<file path="config.mk">
export PLATFORM = sky130hd
export DESIGN_NAME = pc_gen
export DESIGN_NICKNAME = d
export VERILOG_FILES = /design/src/rtl/pc_gen.sv
export SDC_FILE = /design/constraint.sdc
export NUM_CORES = 1
export LEC_CHECK = 0
export BUFFER_PORTS_ARGS = -buffer_cell sky130_fd_sc_hd__buf_2
export CAP_MARGIN = 20
export CORE_ASPECT_RATIO = 1.4
export CORE_MARGIN = 2
export CORE_UTILIZATION = 51
export DETAILED_ROUTE_END_ITERATION = 8
export PLACE_DENSITY = 0.81
export SLEW_MARGIN = 20
export SYNTH_ARGS = -nofsm -noshare
export SYNTH_HDL_FRONTEND = slang
export SYNTH_SLANG_ARGS = --single-unit
</file>
<file path="constraint.sdc">
create_clock -name i_clk -period 2.96 [get_ports i_clk]
set_input_delay 0.148 -clock i_clk [delete_from_list [all_inputs] [get_ports i_clk]]
set_output_delay 0.148 -clock i_clk [all_outputs]
set_load 0.01 [all_outputs]
</file>
<file path="src/rtl/pc_gen.sv">
// pc_gen: program-counter generator for the single-cycle RV32I(+C) core.
// Holds the architectural PC, steps it by the fetched instruction length,
// applies stalls and branch/jump redirects, diverts misaligned redirect
// targets to a trap vector, and counts retired PC advances.
//
// Optional feature macro: PC_COMPRESSED_EN
//   defined   : RV32C support, +2/+4 stepping, 2-byte target alignment.
//   undefined : fixed +4 stepping, 4-byte target alignment, i_instr_lo unused.
module pc_gen #(
  parameter int unsigned     PC_W         = 32,
  parameter int unsigned     CNT_W        = 32,
  parameter logic [PC_W-1:0] RESET_VECTOR = 32'h0000_0000,
  parameter logic [PC_W-1:0] TRAP_VECTOR  = 32'h0000_0100
) (
  input  logic             i_clk,
  input  logic             i_rst_n,
  input  logic             i_stall,
  input  logic             i_redirect,
  input  logic [PC_W-1:0]  i_target,
  input  logic [1:0]       i_instr_lo,
  output logic [PC_W-1:0]  o_pc,
  output logic [PC_W-1:0]  o_pc_seq,
  output logic             o_boot,
  output logic             o_trap,
  output logic [PC_W-1:0]  o_trap_addr,
  output logic [CNT_W-1:0] o_instret
);

  localparam logic [1:0] ST_BOOT = 2'd0;
  localparam logic [1:0] ST_RUN  = 2'd1;
  localparam logic [1:0] ST_TRAP = 2'd2;

  logic [1:0]       state;
  logic [1:0]       state_nxt;
  logic [PC_W-1:0]  pc;
  logic [PC_W-1:0]  pc_nxt;
  logic [PC_W-1:0]  trap_addr;
  logic [PC_W-1:0]  trap_addr_nxt;
  logic [CNT_W-1:0] instret;
  logic             advance;
  logic [PC_W-1:0]  inc;
  logic [PC_W-1:0]  pc_seq;
  logic             misalign;

`ifdef PC_COMPRESSED_EN
  // Instruction length from the low opcode bits; alignment only needs bit 0.
  always_comb begin
    inc      = (i_instr_lo != 2'b11) ? PC_W'(2) : PC_W'(4);
    misalign = i_target[0];
  end
`else
  logic unused_instr_lo;
  assign unused_instr_lo = ^i_instr_lo;

  // Fixed 32-bit instructions; targets must be word aligned.
  always_comb begin
    inc      = PC_W'(4);
    misalign = |i_target[1:0];
  end
`endif

  // Sequential successor, wraps modulo 2^PC_W; doubles as the link value.
  always_comb begin
    pc_seq = pc + inc;
  end

  // Next-state/next-PC selection: misaligned redirect > redirect > stall > step.
  always_comb begin
    state_nxt     = state;
    pc_nxt        = pc;
    trap_addr_nxt = trap_addr;
    advance       = 1'b0;
    case (state)
      ST_BOOT: begin
        state_nxt = ST_RUN;
        pc_nxt    = RESET_VECTOR;
      end
      ST_TRAP: begin
        state_nxt = ST_RUN;
        pc_nxt    = TRAP_VECTOR;
      end
      ST_RUN: begin
        if (i_redirect && misalign) begin
          state_nxt     = ST_TRAP;
          pc_nxt        = TRAP_VECTOR;
          trap_addr_nxt = i_target;
        end else if (i_redirect) begin
          pc_nxt  = i_target;
          advance = 1'b1;
        end else if (!i_stall) begin
          pc_nxt  = pc_seq;
          advance = 1'b1;
        end
      end
      default: begin
        // Unreachable encoding: recover through BOOT.
        state_nxt = ST_BOOT;
        pc_nxt    = RESET_VECTOR;
      end
    endcase
  end

  // Architectural PC, state and trap-address registers.
  always_ff @(posedge i_clk) begin
    if (!i_rst_n) begin
      state     <= ST_BOOT;
      pc        <= RESET_VECTOR;
      trap_addr <= '0;
    end else begin
      state     <= state_nxt;
      pc        <= pc_nxt;
      trap_addr <= trap_addr_nxt;
    end
  end

  // Retired-advance counter: valid redirects and sequential steps only.
  always_ff @(posedge i_clk) begin
    if (!i_rst_n) begin
      instret <= '0;
    end else if (advance) begin
      instret <= instret + CNT_W'(1);
    end
  end

  // Output mapping.
  always_comb begin
    o_pc        = pc;
    o_pc_seq    = pc_seq;
    o_boot      = (state == ST_BOOT);
    o_trap      = (state == ST_TRAP);
    o_trap_addr = trap_addr;
    o_instret   = instret;
  end

endmodule
</file>
* Word-level counts from Yosys, hierarchy flattened
Index checks and enable logic that the tools add are counted.
** Storage, ports and cells
- Logic and storage cells :: 25
- Bits of input ports :: 38
- Output and inout port bits :: 130
- Bits in registers :: 98
** Cells by class
- Reduce and logical (&&, ||, !) cells :: 5
- Eq/ne operators :: 4
- Mux-type cells :: 10
- Add/sub/neg operators :: 2
** Operators with widths (count)
- 32-bit 2-to-1 mux :: 3
- 32-bit one-hot mux with 2 select lines :: 1
- 32-bit by 1-bit adder with 32-bit output (second input constant) :: 1
- 32-bit by 3-bit adder with 32-bit output (second input constant) :: 1
- 1-bit 2-to-1 mux :: 4
- 4-bit inequality test (second input constant) :: 1
- 2-bit one-hot mux with 2 select lines :: 1
- 2-bit OR reduction :: 2
- 2-bit by 1-bit == test with 1-bit output (second input constant) :: 1
- 2-bit == test (second input constant) :: 1
- 2-bit zero test :: 1
- 2-bit 2-to-1 mux :: 1
- 2-bit inequality test (second input constant) :: 1
- 2-bit AND reduction :: 1
- 1-bit logical AND :: 1

* Depth between registers and ports, before layout
Gate-level depths: netlist of the first run.
- Depth after elaboration :: 5
- Depth in mapped cells :: 9
- Gate-level depth less buffers :: 7

* Least setup slack after synthesis of the first run
OpenSTA, ideal clock, no wires.
- Kind :: reg-to-reg
- From :: register state[1]
- To :: register instret[29], in the netlist o_instret[29]
- Required time :: 2832 ps
- Setup time :: 128 ps
- Buffers on the path :: 0
- Cell stages (with the launch flop) :: 8
- Setup slack :: 915 ps
- Period minus slack after synthesis :: 2045 ps
- Data arrival time :: 1918 ps
- Path through :: dfxtp_1 -> inv_1 -> ha_1 -> or3b_4 -> a2111o_1 -> nor4_2 -> xnor2_1 -> nor2_1
** Between the ends
- Longest elaborated chain between the ends :: 2
** RTL lines
- start, declared :: line 33 : logic [1:0] state;
- start signal, assigned :: line 110 : state <= state_nxt;
- 2-bit by 1-bit == test with 1-bit output :: line 73 : case (state)
- 1-bit 2-to-1 mux :: line 73
- end signal, assigned :: line 121 : instret <= instret + CNT_W'(1);
- end, declared :: line 39 : logic [CNT_W-1:0] instret;
Every way passes these cells.
A chain may end at the register's enable or synchronous reset.

* Final worst setup path of the first run
- From :: register pc[9], in the netlist o_pc[9]
- To :: output o_pc_seq[24]
** Between the ends
- Longest elaborated chain between the ends :: 1
** RTL lines
- start, declared :: line 35 : logic [PC_W-1:0] pc;
- start signal, assigned :: line 111 : pc <= pc_nxt;
- 32-bit by 3-bit adder with 32-bit output :: line 64 : pc_seq = pc + inc;
- end, declared :: line 22 : output logic [PC_W-1:0] o_pc_seq,
Every way passes these cells.

==> impl_metrics.toml, run 1 <==
[synthesis]
yosys_warnings = 0
yosys.area.top_type = "dfxtp_1"
synth_common_cells = "nand2_1, dfxtp_1, nor2_1, a21oi_1, xnor2_1"
synth.top_cell.area_share_pct = 39.6
synth-seq-area-share_pct = 39.6
synth_most_common_cell = "nand2_1"
async_reset_ff_share_pct = 0
synth_area_um2 = 4960
synth_area_leaders = "dfxtp_1, nand2_1, xnor2_1, a21oi_1, nor2_1"
synth_edf_count = 0
ys_seq_elements = 98
synthFlopType = "dfxtp_1"
netlist_instances = 624
syn-num-nets = 669
yosysUniqueCellTypes = 60
avgSynthCellArea_um2 = 7.94

[global_route]
grt_use_met3_pct = 6.01
grt_use_met1_pct = 32.1
grtUsageTotal_pct = 27.4
antenna_found_initial = 0
grt_util_met2_pct = 45.7
grt_pass1_wl_um = 23100
grt_max_degree = 42
grt_pass1_vias = 4794
grt.overflow.total = 0
busiest_layer = "met2"

[run_status]
outcome = "finished, final reports clean"

[routing]
firstDrtPassIters = 6
ant_nets = 0
avgViaCountPerCell = 5.89
drc = 0
drt_wl_total_um = 14900
dr.first_iter.drc_count = 437
avgRoutedWirePerCell_um = 16.7
num_vias = 5255

[timing]
relSlewSlack_pct = 55.1
setup_viol = 0
finalHoldViolCount = 0
worst_pin_slew_ns = 0.673
timing.final.crit_period_ns = 2.72
fin_skew_ns = 0.00840
maxSlewViolCount = 0
finalSetupTns_ns = 0
rsz0062_at_grt = "false"
fmax_mhz = 368
setup_ws_ns = 0.244
hold-worst-slack_ns = 0.0474
period_share_pct = 91.8

[setup_path]
r2r_cells = 7
crit_arrival_ns = 2.57
setup.worst_path.start = "o_pc[9]$_SDFFE_PN0P_"
slowest_delay_ns = 0.68
cp_cell_sequence = "nand4_1 > nor4_2 > nand4_1 > xnor2_1 > buf_2"
regToRegEndpoint = "o_instret[29]$_SDFFE_PN0P_"
start_kind = "flip-flop"
worstPathRequired_ns = 2.81
rr_startpoint = "state[1]$_SDFFE_PN0P_"
crit_type = "flip-flop to primary output"
path_max_fanout = 8
critPathSlowestCell = "nor4_2"
crit_path_end_kind = "primary output"
ff2ff_setup_slack_ns = 0.50
cp_common_cell = "nand4_1"

[clock_network]
clockBufferDepth = 2
cts-buffers-inserted = 9
clockRootBuffer = "clkbuf_16"
clock_sinks = 98
post_cts_buffers = 0
clkLatencyLatePin_ns = 0.35
clk_pin_slew_ns = 0.07
cts_tree = "built"
ctsHtreeMaxLevel = 3
ctsResizeCount = 0
holdBufCountCts = 0

[hold_path]
hp-class = "primary input to flip-flop"
hold_start = "i_target[20]"
holdPathEnd = "o_pc[20]$_SDFFE_PN0P_"
min_path_cells = 2

[placement]
pre_cts_ws_ns = 0.508
place_inst = 876
place_hpwl_um = 11100
globalplace.congestion = 0.898
io_buffers = 165

[power_and_ir_drop]
powerDensity_nw_per_um2 = 507
internal_power_mw = 2.24
p_leak_nw = 2.65
ir_drop_mv = 0.350
p_switching_mw = 0.886
clock_power_share_pct = 38.3
combPwrFrac_pct = 16.1
power_frac_seq_pct = 45.6
switching_share_pct = 28.4

[final_layout]
fillers = 811
num_antenna_cells = 0
nNetsFinal = 822
drive_gt1_share_pct = 26.5
syn2layout_area_growth_pct = 24.5
final_cells = 892

[flow_run]
cap_violations = 0

[floorplan]
core_um2 = 9460
die_h_um = 121
die_w_um = 87.3
die_area_um2 = 10500
rows = 42
start_util_pct = 52.4
io_pins = 168
[worst max-delay path, delay by kind of cell, from the launching register on]
kind	cells	cell delay [ns]
DFF	1	0.50
buffers and inverters	1	0.17
and+or+nand+nor	3	1.31
xor gates and xnor gates	1	0.25
[worst max-delay path by stage]
stage | to | slack, ns | cells after the start
global route | o_pc_seq[24] | 0.03 | 5
CTS | o_pc_seq[24] | 0.29 | 5
floorplan | o_instret[29]$_SDFFE_PN0P_ | 0.91 | 7
detailed placement | o_instret[29]$_SDFFE_PN0P_ | 0.51 | 7
global placement | o_instret[27]$_SDFFE_PN0P_ | 0.59 | 7
finish | o_pc_seq[24] | 0.24 | 5
[registers in the layout, indices dropped and copies added, names as in the netlist]
signal,cells
o_trap_addr,32
o_instret,32
state,2
o_pc,32
[power groups by stage]
stage                     clock network (mW)  logic, mW  registers [mW]
after detailed placement                   0      0.501            1.45
after global placement                     0      0.485            1.45
final                                   1.20      0.505            1.42
after CTS                               1.21      0.504            1.42
after global routing                    1.26      0.556            1.43
after floorplan                            0      0.288            1.47
[per-stage QoR]
stage | area (µm²) | util, % | power [mW]
detailed placement | 5870 | 62.0 | 1.96
CTS | 6170 | 65.2 | 3.14
finish | 6170 | 65.2 | 3.13
global route | 6170 | 65.2 | 3.25
floorplan | 4960 | - | 1.76
global placement | 5870 | 62.0 | 1.93
[layout make-up]
class	instances	area [µm²]	share of cell area, %
multi-input cells	474	2780	45.1
inverters	16	60.1	0.973
repair buffers	178	923	15.0
flip-flops and latches	98	1960	31.8
well taps	110	138	2.23
clock inverters	6	65.1	1.05
clock buffers	10	239	3.87
[logic make-up (layout without fill, tap and decap cells)]
logic type | count (synthesis) | after routing | share of synthesized area (%)
adder cells (fa/ha/maj) | 7 | 7 | 1.77
AND/OR/NAND/NOR | 290 | 290 | 28.5
XOR/XNOR | 53 | 53 | 9.36
flip-flops | 98 | 98 | 39.6
buffers and inverters | 52 | 210 | 4.29
AO/OA/AOI/OAI | 120 | 120 | 15.7
multiplexers | 4 | 4 | 0.808
[metal layers]
metal / vias to the layer above / part of all wire (%) / routed length (µm)
met5: - / 0 / 0
met4: 0 / 3.9 / 586
met3: 39 / 8.8 / 1310
met2: 293 / 49 / 7370
met1: 2416 / 38 / 5640
li1: 2507 / - / -
[cell usage in the layout, fill, tap and decap left out, types with 5 or more instances in the layout]
cell / count
xnor2_1: 44
nor2_1: 54
a22oi_1: 7
nand3_1: 37
clkbuf_16: 9
a21o_1: 5
inv_1: 15
o21ai_0: 16
and3_1: 11
nand2_1: 108
ha_1: 7
and4_1: 6
nand4_1: 19
a21oi_1: 53
nor4_1: 11
xor2_1: 9
nor3_1: 15
dfxtp_1: 98
buf_4: 13
buf_2: 165
No activity file was read; power rests on OpenSTA's default activity.
==> run 2, diff against run 1 <==
CORE_UTILIZATION = 50   (was 51)
PLACE_DENSITY = 0.8   (was 0.81)
SKIP_CTS_REPAIR_TIMING = 1   (was not set)
==> impl_metrics.toml, run 2 (synthesis results as in run 1) <==
[floorplan]
start_util_pct = 50.6
io_pins = 168
die_w_um = 88.2
die_h_um = 122
core_um2 = 9790
die_area_um2 = 10700
rows = 43

[hold_path]
min_path_cells = 3
hold_start = "i_target[22]"
hp-class = "primary input to flip-flop"
holdPathEnd = "o_pc[22]$_SDFFE_PN0P_"

[setup_path]
worstPathRequired_ns = 2.81
slowest_delay_ns = 0.71
critPathSlowestCell = "nor4_1"
rr_startpoint = "state[1]$_SDFFE_PN0P_"
ff2ff_setup_slack_ns = 0.42
cp_common_cell = "nand4_1"
regToRegEndpoint = "o_instret[29]$_SDFFE_PN0P_"
crit_type = "flip-flop to primary output"
crit_path_end_kind = "primary output"
cp_cell_sequence = "nand4_1 > nor4_1 > nand4_1 > xnor2_1 > buf_2"
r2r_cells = 7
crit_arrival_ns = 2.58
start_kind = "flip-flop"
path_max_fanout = 8

[final_layout]
multi_input_area_um2 = 2780
num_antenna_cells = 0
nNetsFinal = 823
seqCellArea_um2 = 1960
final_common_cell = "buf_2"
drive_gt1_share_pct = 26.6
fillers = 896
syn2layout_area_growth_pct = 25.4
layout_common_cells = "buf_2, nand2_1, dfxtp_1"

[power_and_ir_drop]
ir_drop_mv = 0.354
powerDensity_nw_per_um2 = 507
p_total_mw = 3.15
p_leak_nw = 2.66

[global_route]
antenna_found_initial = 0
grt_pass1_wl_um = 23300
grt.overflow.total = 0
grt_max_degree = 43
grt_pass1_vias = 4920
grtUsageTotal_pct = 27.7

[flow_run]
cap_violations = 0

[timing]
timing.final.crit_period_ns = 2.73
setup_viol = 0
worst_pin_slew_ns = 0.746
fin_skew_ns = 0.00415
period_share_pct = 92.1
rsz0062_at_grt = "false"
fmax_mhz = 367
finalHoldViolCount = 0
finalSetupTns_ns = 0
relSlewSlack_pct = 50.2
maxSlewViolCount = 0

[placement]
place_hpwl_um = 11200
io_buffers = 165
globalplace.congestion = 0.919

[routing]
ant_nets = 0
drc = 0
dr.first_iter.drc_count = 253
avgRoutedWirePerCell_um = 16.3
drt_wl_total_um = 15000
firstDrtPassIters = 6
avgViaCountPerCell = 5.74
num_vias = 5266

[clock_network]
cts-buffers-inserted = 9
clk_pin_slew_ns = 0.07
clock_sinks = 98
clockRootBuffer = "clkbuf_16"
clkLatencyLatePin_ns = 0.34
ctsHtreeMaxLevel = 3
cts_tree = "built"
clockBufferDepth = 2

[run_status]
outcome = "finished, final reports clean"
run 2: worst max-delay path: cells and delay by family, from the launching register on:
family,cells,cell delay (ns)
AND/OR/NAND/NOR,3,1.35
flip-flops,1,0.48
buffers and inverters,1,0.16
XOR/XNOR,1,0.24
run 2: cell type report:
cell class | instances | area share [%]
multi-input cells | 474 | 44.8
flip-flops and latches | 98 | 31.6
repair buffers | 179 | 15.0
clock buffers | 11 | 4.07
well taps | 135 | 2.72
clock inverters | 5 | 0.966
inverters | 16 | 0.966
run 2: per-stage QoR:
step	hold slack [ns]	cells	setup WS, ns	utilization (%)	area, µm²
after floorplan	0.272	624	0.915	-	4960
after global placement	0.395	902	0.577	60.3	5900
after detailed placement	0.402	902	0.435	60.3	5900
after CTS	0.0423	918	0.291	63.5	6220
after global routing	0.0602	918	0.0309	63.5	6220
final	0.0433	918	0.234	63.5	6220
run 2: worst max path at each step:
stage,startpoint,to,slack (ns),depth (start not counted)
2_1_floorplan,state[1]$_SDFFE_PN0P_,o_instret[29]$_SDFFE_PN0P_,0.91,7
3_5_place_dp,state[1]$_SDFFE_PN0P_,o_instret[29]$_SDFFE_PN0P_,0.43,7
4_1_cts,o_pc[9]$_SDFFE_PN0P_,o_pc_seq[25],0.29,5
3_3_place_gp,state[1]$_SDFFE_PN0P_,o_instret[27]$_SDFFE_PN0P_,0.58,7
6_report,o_pc[9]$_SDFFE_PN0P_,o_pc_seq[25],0.23,5
5_1_grt,o_pc[9]$_SDFFE_PN0P_,o_pc_seq[16],0.03,5
run 2: power breakdown:
part,switching [mW],internal (mW)
Clock,0.513,0.704
Sequential,0.0475,1.38
Combinational,0.326,0.184
run 2: metal layers:
metal | vias to the layer above | share of wire [%] | global-route usage (%)
met2 | 258 | 51 | 49.2
met1 | 2452 | 38 | 30.8
met3 | 46 | 7.9 | 4.88
li1 | 2510 | - | -
met4 | 0 | 3.7 | 15.1
met5 | - | 0 | 0
